## config.mk

```make
export PLATFORM = sky130hd
export DESIGN_NAME = pcs_an_ctrl
export DESIGN_NICKNAME = d
export VERILOG_FILES = /design/src/rtl/pcs_an_pkg.sv /design/src/rtl/pcs_an_match.sv /design/src/rtl/pcs_an_ctrl.sv
export SDC_FILE = /design/constraint.sdc
export NUM_CORES = 1
export LEC_CHECK = 0
export CAP_MARGIN = 25
export CORE_MARGIN = 10
export CORE_UTILIZATION = 55
export CTS_CLUSTER_SIZE = 28
export DETAILED_ROUTE_END_ITERATION = 16
export PLACE_DENSITY = 0.84
export SLEW_MARGIN = 20
export SYNTH_ARGS = -nofsm -noshare
export SYNTH_HDL_FRONTEND = slang
export SYNTH_SLANG_ARGS = --single-unit
export TNS_END_PERCENT = 1
```

## constraint.sdc

```tcl
create_clock -name GTX_CLK -period 6 [get_ports GTX_CLK]
set_input_delay 0.9 -clock GTX_CLK [delete_from_list [all_inputs] [get_ports GTX_CLK]]
set_output_delay 0.9 -clock GTX_CLK [all_outputs]
set_load 0.1 [all_outputs]
```

## src/rtl/pcs_an_pkg.sv

```systemverilog
// Shared definitions for the 1000BASE-X PCS auto-negotiation controller.
// Provides the xmit encodings, the negotiation state enum, the ACK bit
// position and helpers that clear or set ACK in a 16-bit config word.
package pcs_an_pkg;

    localparam logic [2:0] XmitConfig = 3'b001;
    localparam logic [2:0] XmitIdle   = 3'b010;
    localparam logic [2:0] XmitData   = 3'b100;

    localparam int unsigned AckBit = 14;

    typedef enum logic [2:0] {
        StAnEnable,
        StAnRestart,
        StAbilityDetect,
        StAckDetect,
        StCompleteAck,
        StIdleDetect,
        StLinkOk
    } an_state_e;

    function automatic logic [15:0] clr_ack(input logic [15:0] word);
        logic [15:0] res;
        res         = word;
        res[AckBit] = 1'b0;
        return res;
    endfunction

    function automatic logic [15:0] set_ack(input logic [15:0] word);
        logic [15:0] res;
        res         = word;
        res[AckBit] = 1'b1;
        return res;
    endfunction

endpackage

```

## src/rtl/pcs_an_match.sv

```systemverilog
// Qualifies received /C/ ordered sets for auto-negotiation.
// Ports:
//   clk, rst_n         clock and synchronous active-low reset
//   clear              drop all match history (asserted on a state change)
//   cfg_valid          one-cycle strobe: cfg_word holds a received config word
//   cfg_word           received config word
//   ability_match      same ACK-masked word seen on three consecutive strobes
//   ack_match          ability_match and ACK set on three consecutive strobes
//   stored_word        last ACK-masked word that started a match run
module pcs_an_match
    import pcs_an_pkg::*;
(
    input  logic        clk,
    input  logic        rst_n,
    input  logic        clear,
    input  logic        cfg_valid,
    input  logic [15:0] cfg_word,
    output logic        ability_match,
    output logic        ack_match,
    output logic [15:0] stored_word
);

    logic [1:0]  cfg_cnt_q;
    logic [1:0]  ack_cnt_q;
    logic [15:0] word_q;

    always_ff @(posedge clk) begin
        if (!rst_n || clear) begin
            cfg_cnt_q <= 2'd0;
            ack_cnt_q <= 2'd0;
            word_q    <= 16'h0000;
        end else if (cfg_valid) begin
            if (clr_ack(cfg_word) == word_q) begin
                if (cfg_cnt_q != 2'd3) begin
                    cfg_cnt_q <= cfg_cnt_q + 2'd1;
                end
            end else begin
                // A new word restarts the run and counts as its first sighting.
                cfg_cnt_q <= 2'd1;
                word_q    <= clr_ack(cfg_word);
            end
            if (cfg_word[AckBit]) begin
                if (ack_cnt_q != 2'd3) begin
                    ack_cnt_q <= ack_cnt_q + 2'd1;
                end
            end else begin
                ack_cnt_q <= 2'd0;
            end
        end
    end

    assign ability_match = (cfg_cnt_q == 2'd3);
    assign ack_match     = (ack_cnt_q == 2'd3) && ability_match;
    assign stored_word   = word_q;

endmodule

```

## src/rtl/pcs_an_ctrl.sv

```systemverilog
// Reduced Clause 37 auto-negotiation controller for the 1000BASE-X PCS.
// Sequences xmit (CONFIGURATION -> IDLE -> DATA), drives the advertised
// config word and latches the link partner's ability.
// Ports:
//   GTX_CLK, mr_main_reset   clock and synchronous active-low reset
//   mr_an_enable             1 = negotiate, 0 = go straight to DATA on sync
//   mr_restart_an            level-sensitive negotiation restart
//   mr_adv_ability           local ability word (ACK bit ignored)
//   sync_status              receive synchronizer locked
//   rx_config_valid/_reg     received /C/ strobe and word
//   rx_idle                  /I/ currently being received
//   xmit                     one-hot transmit mode
//   tx_config_reg            config word to transmit
//   mr_lp_adv_ability        latched link-partner ability
//   mr_an_complete, link_ok  status flags
module pcs_an_ctrl
    import pcs_an_pkg::*;
#(
    parameter int unsigned LINK_TIMER = 1250000,
    parameter int unsigned TMR_W      = $clog2(LINK_TIMER)
) (
    input  logic        GTX_CLK,
    input  logic        mr_main_reset,
    input  logic        mr_an_enable,
    input  logic        mr_restart_an,
    input  logic [15:0] mr_adv_ability,
    input  logic        sync_status,
    input  logic        rx_config_valid,
    input  logic [15:0] rx_config_reg,
    input  logic        rx_idle,
    output logic [2:0]  xmit,
    output logic [15:0] tx_config_reg,
    output logic [15:0] mr_lp_adv_ability,
    output logic        mr_an_complete,
    output logic        link_ok
);

    localparam logic [TMR_W-1:0] TmrLoad = TMR_W'(LINK_TIMER - 1);

    an_state_e        state_q, state_d;
    logic [TMR_W-1:0] timer_q;
    logic             timer_zero;
    logic             restart_req;
    logic             state_change;
    logic             tmr_load;
    logic             tmr_run;
    logic             ability_match;
    logic             ack_match;
    logic [15:0]      stored_word;

    pcs_an_match u_match (
        .clk           (GTX_CLK),
        .rst_n         (mr_main_reset),
        .clear         (state_change),
        .cfg_valid     (rx_config_valid),
        .cfg_word      (rx_config_reg),
        .ability_match (ability_match),
        .ack_match     (ack_match),
        .stored_word   (stored_word)
    );

    assign timer_zero   = (timer_q == '0);
    assign restart_req  = mr_restart_an && mr_an_enable;
    assign state_change = (state_d != state_q);

    always_comb begin
        state_d = state_q;
        if (!sync_status && state_q != StAnEnable) begin
            state_d = StAnEnable;
        end else if (restart_req) begin
            state_d = StAnRestart;
        end else begin
            case (state_q)
                StAnEnable: begin
                    if (mr_an_enable)     state_d = StAnRestart;
                    else if (sync_status) state_d = StLinkOk;
                end
                StAnRestart: begin
                    if (timer_zero) state_d = StAbilityDetect;
                end
                StAbilityDetect: begin
                    if (ability_match && stored_word != 16'h0000) state_d = StAckDetect;
                end
                StAckDetect: begin
                    if (ack_match) begin
                        state_d = StCompleteAck;
                    end else if (ability_match && stored_word == 16'h0000) begin
                        state_d = StAnEnable;
                    end
                end
                StCompleteAck: begin
                    if (timer_zero) state_d = StIdleDetect;
                end
                StIdleDetect: begin
                    if (rx_idle && timer_zero) state_d = StLinkOk;
                end
                StLinkOk: begin
                    if (mr_an_enable && rx_config_valid) state_d = StAnEnable;
                end
                default: state_d = StAnEnable;
            endcase
        end
    end

    // Reload on entry to a timed state, while restart is held, and whenever
    // IDLE_DETECT sees a non-idle cycle.
    always_comb begin
        tmr_load = 1'b0;
        if (state_change && (state_d == StAnRestart || state_d == StCompleteAck ||
                             state_d == StIdleDetect)) begin
            tmr_load = 1'b1;
        end
        if (state_d == StAnRestart && restart_req) begin
            tmr_load = 1'b1;
        end
        if (state_q == StIdleDetect && state_d == StIdleDetect && !rx_idle) begin
            tmr_load = 1'b1;
        end
        tmr_run = !state_change && (state_q == StAnRestart || state_q == StCompleteAck ||
                                    state_q == StIdleDetect);
    end

    // Outputs are registered from the next state so they move on the same
    // edge as the state register.
    always_ff @(posedge GTX_CLK) begin
        if (!mr_main_reset) begin
            state_q           <= StAnEnable;
            timer_q           <= '0;
            xmit              <= XmitConfig;
            tx_config_reg     <= 16'h0000;
            mr_lp_adv_ability <= 16'h0000;
            mr_an_complete    <= 1'b0;
            link_ok           <= 1'b0;
        end else begin
            state_q <= state_d;

            if (tmr_load) begin
                timer_q <= TmrLoad;
            end else if (tmr_run && !timer_zero) begin
                timer_q <= timer_q - 1'b1;
            end

            case (state_d)
                StIdleDetect: xmit <= XmitIdle;
                StLinkOk:     xmit <= XmitData;
                default:      xmit <= XmitConfig;
            endcase

            case (state_d)
                StAnEnable, StAnRestart: tx_config_reg <= 16'h0000;
                StAbilityDetect:         tx_config_reg <= clr_ack(mr_adv_ability);
                StAckDetect:             tx_config_reg <= set_ack(mr_adv_ability);
                default:                 tx_config_reg <= tx_config_reg;
            endcase

            if (state_q == StAckDetect && state_d == StCompleteAck) begin
                mr_lp_adv_ability <= stored_word;
            end

            mr_an_complete <= (state_d == StLinkOk) && mr_an_enable;
            link_ok        <= (state_d == StLinkOk);
        end
    end

endmodule

```

==> results of run 1 <==
## where the power goes
part | internal (µW) | total, µW | switching, µW
Clock | 155 | 355 | 200
Sequential | 559 | 607 | 48.1
Combinational | 156 | 423 | 267
Total | 870 | 1380 | 515
## cells by family (layout without fill, tap and decap cells)
kind of cell / Yosys count / in the layout
simple gates: 169 / 169
flops: 78 / 78
other cells: 1 / 1
xor+xnor: 34 / 34
mux: 31 / 31
buf+inv: 36 / 100
compound gates: 67 / 67
fa+ha+maj: 4 / 4
## stage by stage
stage,cell area [µm²],instances,util (%)
after floorplan,3920,420,-
after global placement,4630,564,67.5
after detailed placement,4630,564,67.5
after CTS,4810,580,70.1
after global routing,4810,580,70.1
final,4810,580,70.1
## how the worst min path moves through the flow
stage / start / endpoint / depth (start not counted)
6_report: u_match.ack_cnt_q[1] / u_match.ack_cnt_q[1] / 2
5_1_grt: u_match.ack_cnt_q[1] / u_match.ack_cnt_q[1] / 2
4_1_cts: u_match.ack_cnt_q[1] / u_match.ack_cnt_q[1] / 2
3_5_place_dp: u_match.ack_cnt_q[1] / u_match.ack_cnt_q[1] / 2
3_3_place_gp: u_match.ack_cnt_q[1] / u_match.ack_cnt_q[1] / 2
2_1_floorplan: u_match.ack_cnt_q[1] / u_match.ack_cnt_q[1] / 2
## cell usage after synthesis (all sizes together) (11+ instances only)
library cell  number  area share (%)
dfxtp             78              40
nand3             12             1.7
o31a              11             2.5
xor2              22             4.9
nand2             23             2.2
buf               20             3.3
mux2i             31             7.9
a22o              16             3.6
nor2              48             4.7
nor4              22             4.3
xnor2             12             2.7
a21oi             11             1.6
nor3              21             2.8
## routing by layer
metal	vias up	global-route usage (%)	routed length (µm)
met5	-	0	0
met4	0	4.27	53
met3	4	5.89	527
met2	74	29.3	4820
met1	1603	19.4	3770
li1	1644	-	-
## layout make-up
type	instances	area (µm²)
clock buffer	9	124
clock inverter	7	56.3
fill	542	2050
inverter	8	30.0
multi-input combinational	306	2170
sequential	78	1560
tap	96	120
timing repair buffer	76	753
## critical path, cell delays in order
cell	delay, ns
clkdlybuf4s50_1	0.68
or3b_1	0.39
a21oi_1	0.15
o21bai_1	0.15
a21oi_2	0.21
inv_2	0.10
o31ai_4	0.85
o31a_1	0.25
## cells in the final DEF (no fill, tap or decap), types with 2 or more instances in the layout
| master | count |
|---|---|
| or3b_1 | 2 |
| mux2i_1 | 31 |
| nor4_1 | 17 |
| xor2_1 | 22 |
| buf_4 | 3 |
| o211ai_1 | 3 |
| ha_1 | 4 |
| o31a_1 | 11 |
| inv_2 | 2 |
| a21oi_2 | 2 |
| clkbuf_8 | 9 |
| nand4b_1 | 4 |
| clkinv_4 | 2 |
| clkdlybuf4s50_1 | 73 |
| nor4_2 | 5 |
| nor3b_1 | 2 |
| nor4b_2 | 2 |
| inv_1 | 6 |
| a21oi_1 | 9 |
| and2_1 | 6 |
| a21o_1 | 2 |
| or3_1 | 2 |
| dfxtp_1 | 78 |
| nand2b_1 | 4 |
| xnor2_1 | 12 |
| a22o_1 | 16 |
| nor2_1 | 47 |
| o21ai_0 | 4 |
| nand3_1 | 11 |
| inv_6 | 3 |
| nand2_1 | 23 |
| nor3_1 | 20 |
| and3_1 | 4 |
| nand4_1 | 9 |
| a31oi_1 | 2 |
| nor4b_1 | 2 |
==> impl_metrics.json, run 1 <==
{
  "synth_edf_count": 0,
  "p_per_area_mw_per_mm2": 288,
  "grt_remaining_overflow": 0,
  "grt_max_degree": 29,
  "syn_area_per_cell_um2": 9.34,
  "worstSkewPairLatency_ns": 0.35,
  "hpwl_mm": 6.75,
  "post-route-period-util_pct": 56.6,
  "postRouteAntennaNets": 0,
  "drt_drc_violations_left": 0,
  "yosysUniqueCellTypes": 63,
  "ctsRootBufferMaster": "clkbuf_8",
  "max_slew_margin_pct": 33.2,
  "clkTransAtPathRegs_ns": 0.09,
  "post-cts-setup-buffer-count": 0,
  "critical_path_arrival_ns": 3.68,
  "synth-simple-area-share_pct": 24.2,
  "ys_seq_area_share_pct": 39.8,
  "ff2ff_path_depth": 9,
  "power_uw": 1380,
  "crit_path_end": "timer_q[2]",
  "core-area_mm2": 0.00687,
  "fp.dieH_um": 104,
  "pin_count": 76,
  "max-vdd-ir-drop_uv": 191,
  "cts.sinks": 78,
  "wl_per_cell_um": 15.8,
  "gp_congestion": 0.878,
  "hold_slack_ns": 0.471,
  "io_buffers": 73,
  "fin_nets": 522,
  "cp_max_fo": 21,
  "h-tree-depth": 3,
  "clk_path_buf_depth": 2,
  "setup_viol": 0,
  "tightest_slew_ns": 1.00,
  "rrSetupSlack_ns": 3.25,
  "crit_path_start_kind": "input pin",
  "initial_utilization_pct": 57.1,
  "cp-end-kind": "flop",
  "tns_ns": 0,
  "synth-adder-area-share_pct": 1.28,
  "ys_async_sr_fraction_pct": 0,
  "ys_ff_latch": 78,
  "antenna_cells": 0,
  "yosys_warnings": 0,
  "largest_register_ffs": 21,
  "die_w_um": 104,
  "rows": 30,
  "antenna_found_initial": 0,
  "ctsHoldBuffers": 0,
  "required_ns": 6.29,
  "cts_tree": "built",
  "synth_compound_area_share_pct": 14.3,
  "drive_gt1_share_pct": 8.68,
  "synthCells": 420,
  "p_leak_uw": 0.00191,
  "hold_viol": 0,
  "synth_top_family_by_area": "simple AND/OR/NAND/NOR gates",
  "drt-initial-drc-count": 188,
  "syn-num-nets": 463,
  "wirelength_mm": 9.18,
  "layout_setup_ws_ns": 2.60,
  "cp-startpoint": "sync_status",
  "maxCapViolations": 0,
  "reg2reg_from": "timer_q[1]",
  "fmax_mhz": 294,
  "grt_pass1_vias": 3330,
  "grt_usage_pct": 17.0,
  "synthXorXnorAreaFrac_pct": 7.59,
  "critical_path_class": "in -> reg",
  "slew_viol_final": 0,
  "outcome": "complete, no violations",
  "drt_pre_antenna_iters": 5,
  "rsz0062_at_grt": "false",
  "dieArea_mm2": 0.0109,
  "synth_area_mm2": 0.00392,
  "cts_resized": 0,
  "fin_crit_ns": 3.40,
  "avgViaCountPerCell": 5.73,
  "timing.rr.end": "timer_q[12]",
  "holdCritPathClass": "reg -> reg",
  "synth.area.mux_share_pct": 7.91,
  "num_vias": 3325,
  "grt_pass1_wl_mm": 15.8,
  "cts_buffers": 9,
  "area_growth_pct": 22.8,
  "skew_ns": 0.0114,
  "dpl_worst_slack_ns": 2.26,
  "ys.flop_type": "dfxtp_1"
}
(Power assumes the default switching activity.)
==> run 2: changes to the inputs <==
Settings changed: CORE_UTILIZATION 55 to 47, PLACE_DENSITY 0.84 to 0.76.
Clock period 6 ns to 2.79 ns, I/O delays scaled along.
==> impl_metrics.json, run 2 (synthesis gave the netlist of run 1 again) <==
{
  "outcome": "complete, no violations",
  "drt_drc_violations_left": 0,
  "cts_buffers": 9,
  "fmax_mhz": 377,
  "hp-start": "u_match.ack_cnt_q[1]",
  "cts_resized": 0,
  "grt_usage_pct": 15.2,
  "crit_path_start_kind": "flop",
  "ff2ff_path_depth": 8,
  "drt-initial-drc-count": 196,
  "cts.sinks": 78,
  "wirelength_mm": 9.53,
  "power_uw": 3260,
  "final_util_pct": 61.0,
  "dieArea_mm2": 0.0124,
  "skew_ns": 0.0147,
  "post-route-period-util_pct": 95.0,
  "wl_per_cell_um": 15.7,
  "gp_congestion": 0.840,
  "fin_nets": 541,
  "mostFrequentLayoutCell": "dfxtp_1",
  "setup_viol": 0,
  "hpwl_mm": 7.09,
  "die_w_um": 111,
  "grt_remaining_overflow": 0,
  "rows": 33,
  "avgViaCountPerCell": 5.49,
  "p_per_area_mw_per_mm2": 654,
  "maxCapViolations": 0,
  "h-tree-depth": 3,
  "holdCritPathClass": "reg -> reg",
  "max_slew_margin_pct": 60.0,
  "tightest_slew_ns": 0.595,
  "reg2reg_from": "u_match.cfg_cnt_q[0]",
  "cp-end-kind": "flop",
  "whs_path_depth": 2,
  "clkTransAtPathRegs_ns": 0.09,
  "tns_ns": 0,
  "post-cts-setup-buffer-count": 0,
  "rrSetupSlack_ns": 0.14,
  "grt_max_degree": 22,
  "antenna_cells": 0,
  "worst_hold_path.endpoint": "u_match.ack_cnt_q[1]",
  "io_buffers": 73,
  "num_vias": 3340,
  "grt_pass1_vias": 3333,
  "initial_utilization_pct": 48.0,
  "worstSkewPairLatency_ns": 0.36,
  "pin_count": 76,
  "largest_register_ffs": 21,
  "rsz0062_at_grt": "false",
  "max-vdd-ir-drop_uv": 435,
  "final_cell_mix": "78 x dfxtp_1, 53 x buf_4, 47 x nor2_1",
  "layout_setup_ws_ns": 0.139,
  "postRouteAntennaNets": 0,
  "fin_crit_ns": 2.65,
  "slew_viol_final": 0,
  "fillers": 726,
  "area_growth_pct": 27.2,
  "fp.dieH_um": 111,
  "ctsRootBufferMaster": "clkbuf_8",
  "clk_path_buf_depth": 2,
  "ctsHoldBuffers": 0,
  "p_leak_uw": 0.00211,
  "drt_pre_antenna_iters": 4,
  "required_ns": 3.05,
  "antenna_found_initial": 0,
  "drive_gt1_share_pct": 19.3,
  "dpl_worst_slack_ns": 0.00854,
  "cp_max_fo": 21,
  "critical_path_arrival_ns": 2.91,
  "critical_path_class": "reg -> reg",
  "grt_pass1_wl_mm": 16.1,
  "cts_tree": "built",
  "hold_viol": 0,
  "timing.rr.end": "timer_q[4]",
  "core-area_mm2": 0.00818
}
run 2: metrics by stage:
step	hold slack, ns	area [µm²]	instances
6_report	0.479	4990	608
5_1_grt	0.498	4990	608
4_1_cts	0.473	4990	608
3_5_place_dp	0.461	4760	592
3_3_place_gp	0.446	4760	592
2_1_floorplan	0.436	3920	420
run 2: layout make-up:
type	count	area, µm²	area share (%)
timing repair buffer	95	868	17.4
sequential	78	1560	31.3
tap	105	131	2.63
clock buffer	10	138	2.76
multi-input combinational	306	2170	43.5
inverter	8	30.0	0.602
clock inverter	6	91.3	1.83
run 2: worst max-delay path by stage:
stage,start,to,depth (start not counted),slack (ns)
after floorplan,timer_q[0],timer_q[12],10,0.52
after global placement,sync_status,timer_q[4],7,0.03
after detailed placement,sync_status,timer_q[4],7,0.009
after CTS,u_match.cfg_cnt_q[0],timer_q[4],8,0.14
after global routing,u_match.cfg_cnt_q[0],timer_q[4],8,0.03
final,u_match.cfg_cnt_q[0],timer_q[4],8,0.14
run 2: power by group:
group,internal [µW],switching [µW]
registers,1200,106
clock network,534,427
logic,398,596
run 2: per-layer routing:
metal,share of wire (%),track usage [%],vias up
met3,4.6,5.05,9
met1,44,18.0,1580
met4,1.2,4.46,0
met2,50,25.6,68
li1,-,-,1683
met5,0,0,-
run 2: worst max-delay path, stage by stage, from the launching register on:
cell and delay, ns:
dfxtp_1 0.38, ha_1 0.26, nor4b_2 0.23, nand4_1 0.16, o21ai_0 0.22, a41oi_1 0.24
buf_12 0.23, or4_4 0.49, a2111oi_4 0.33
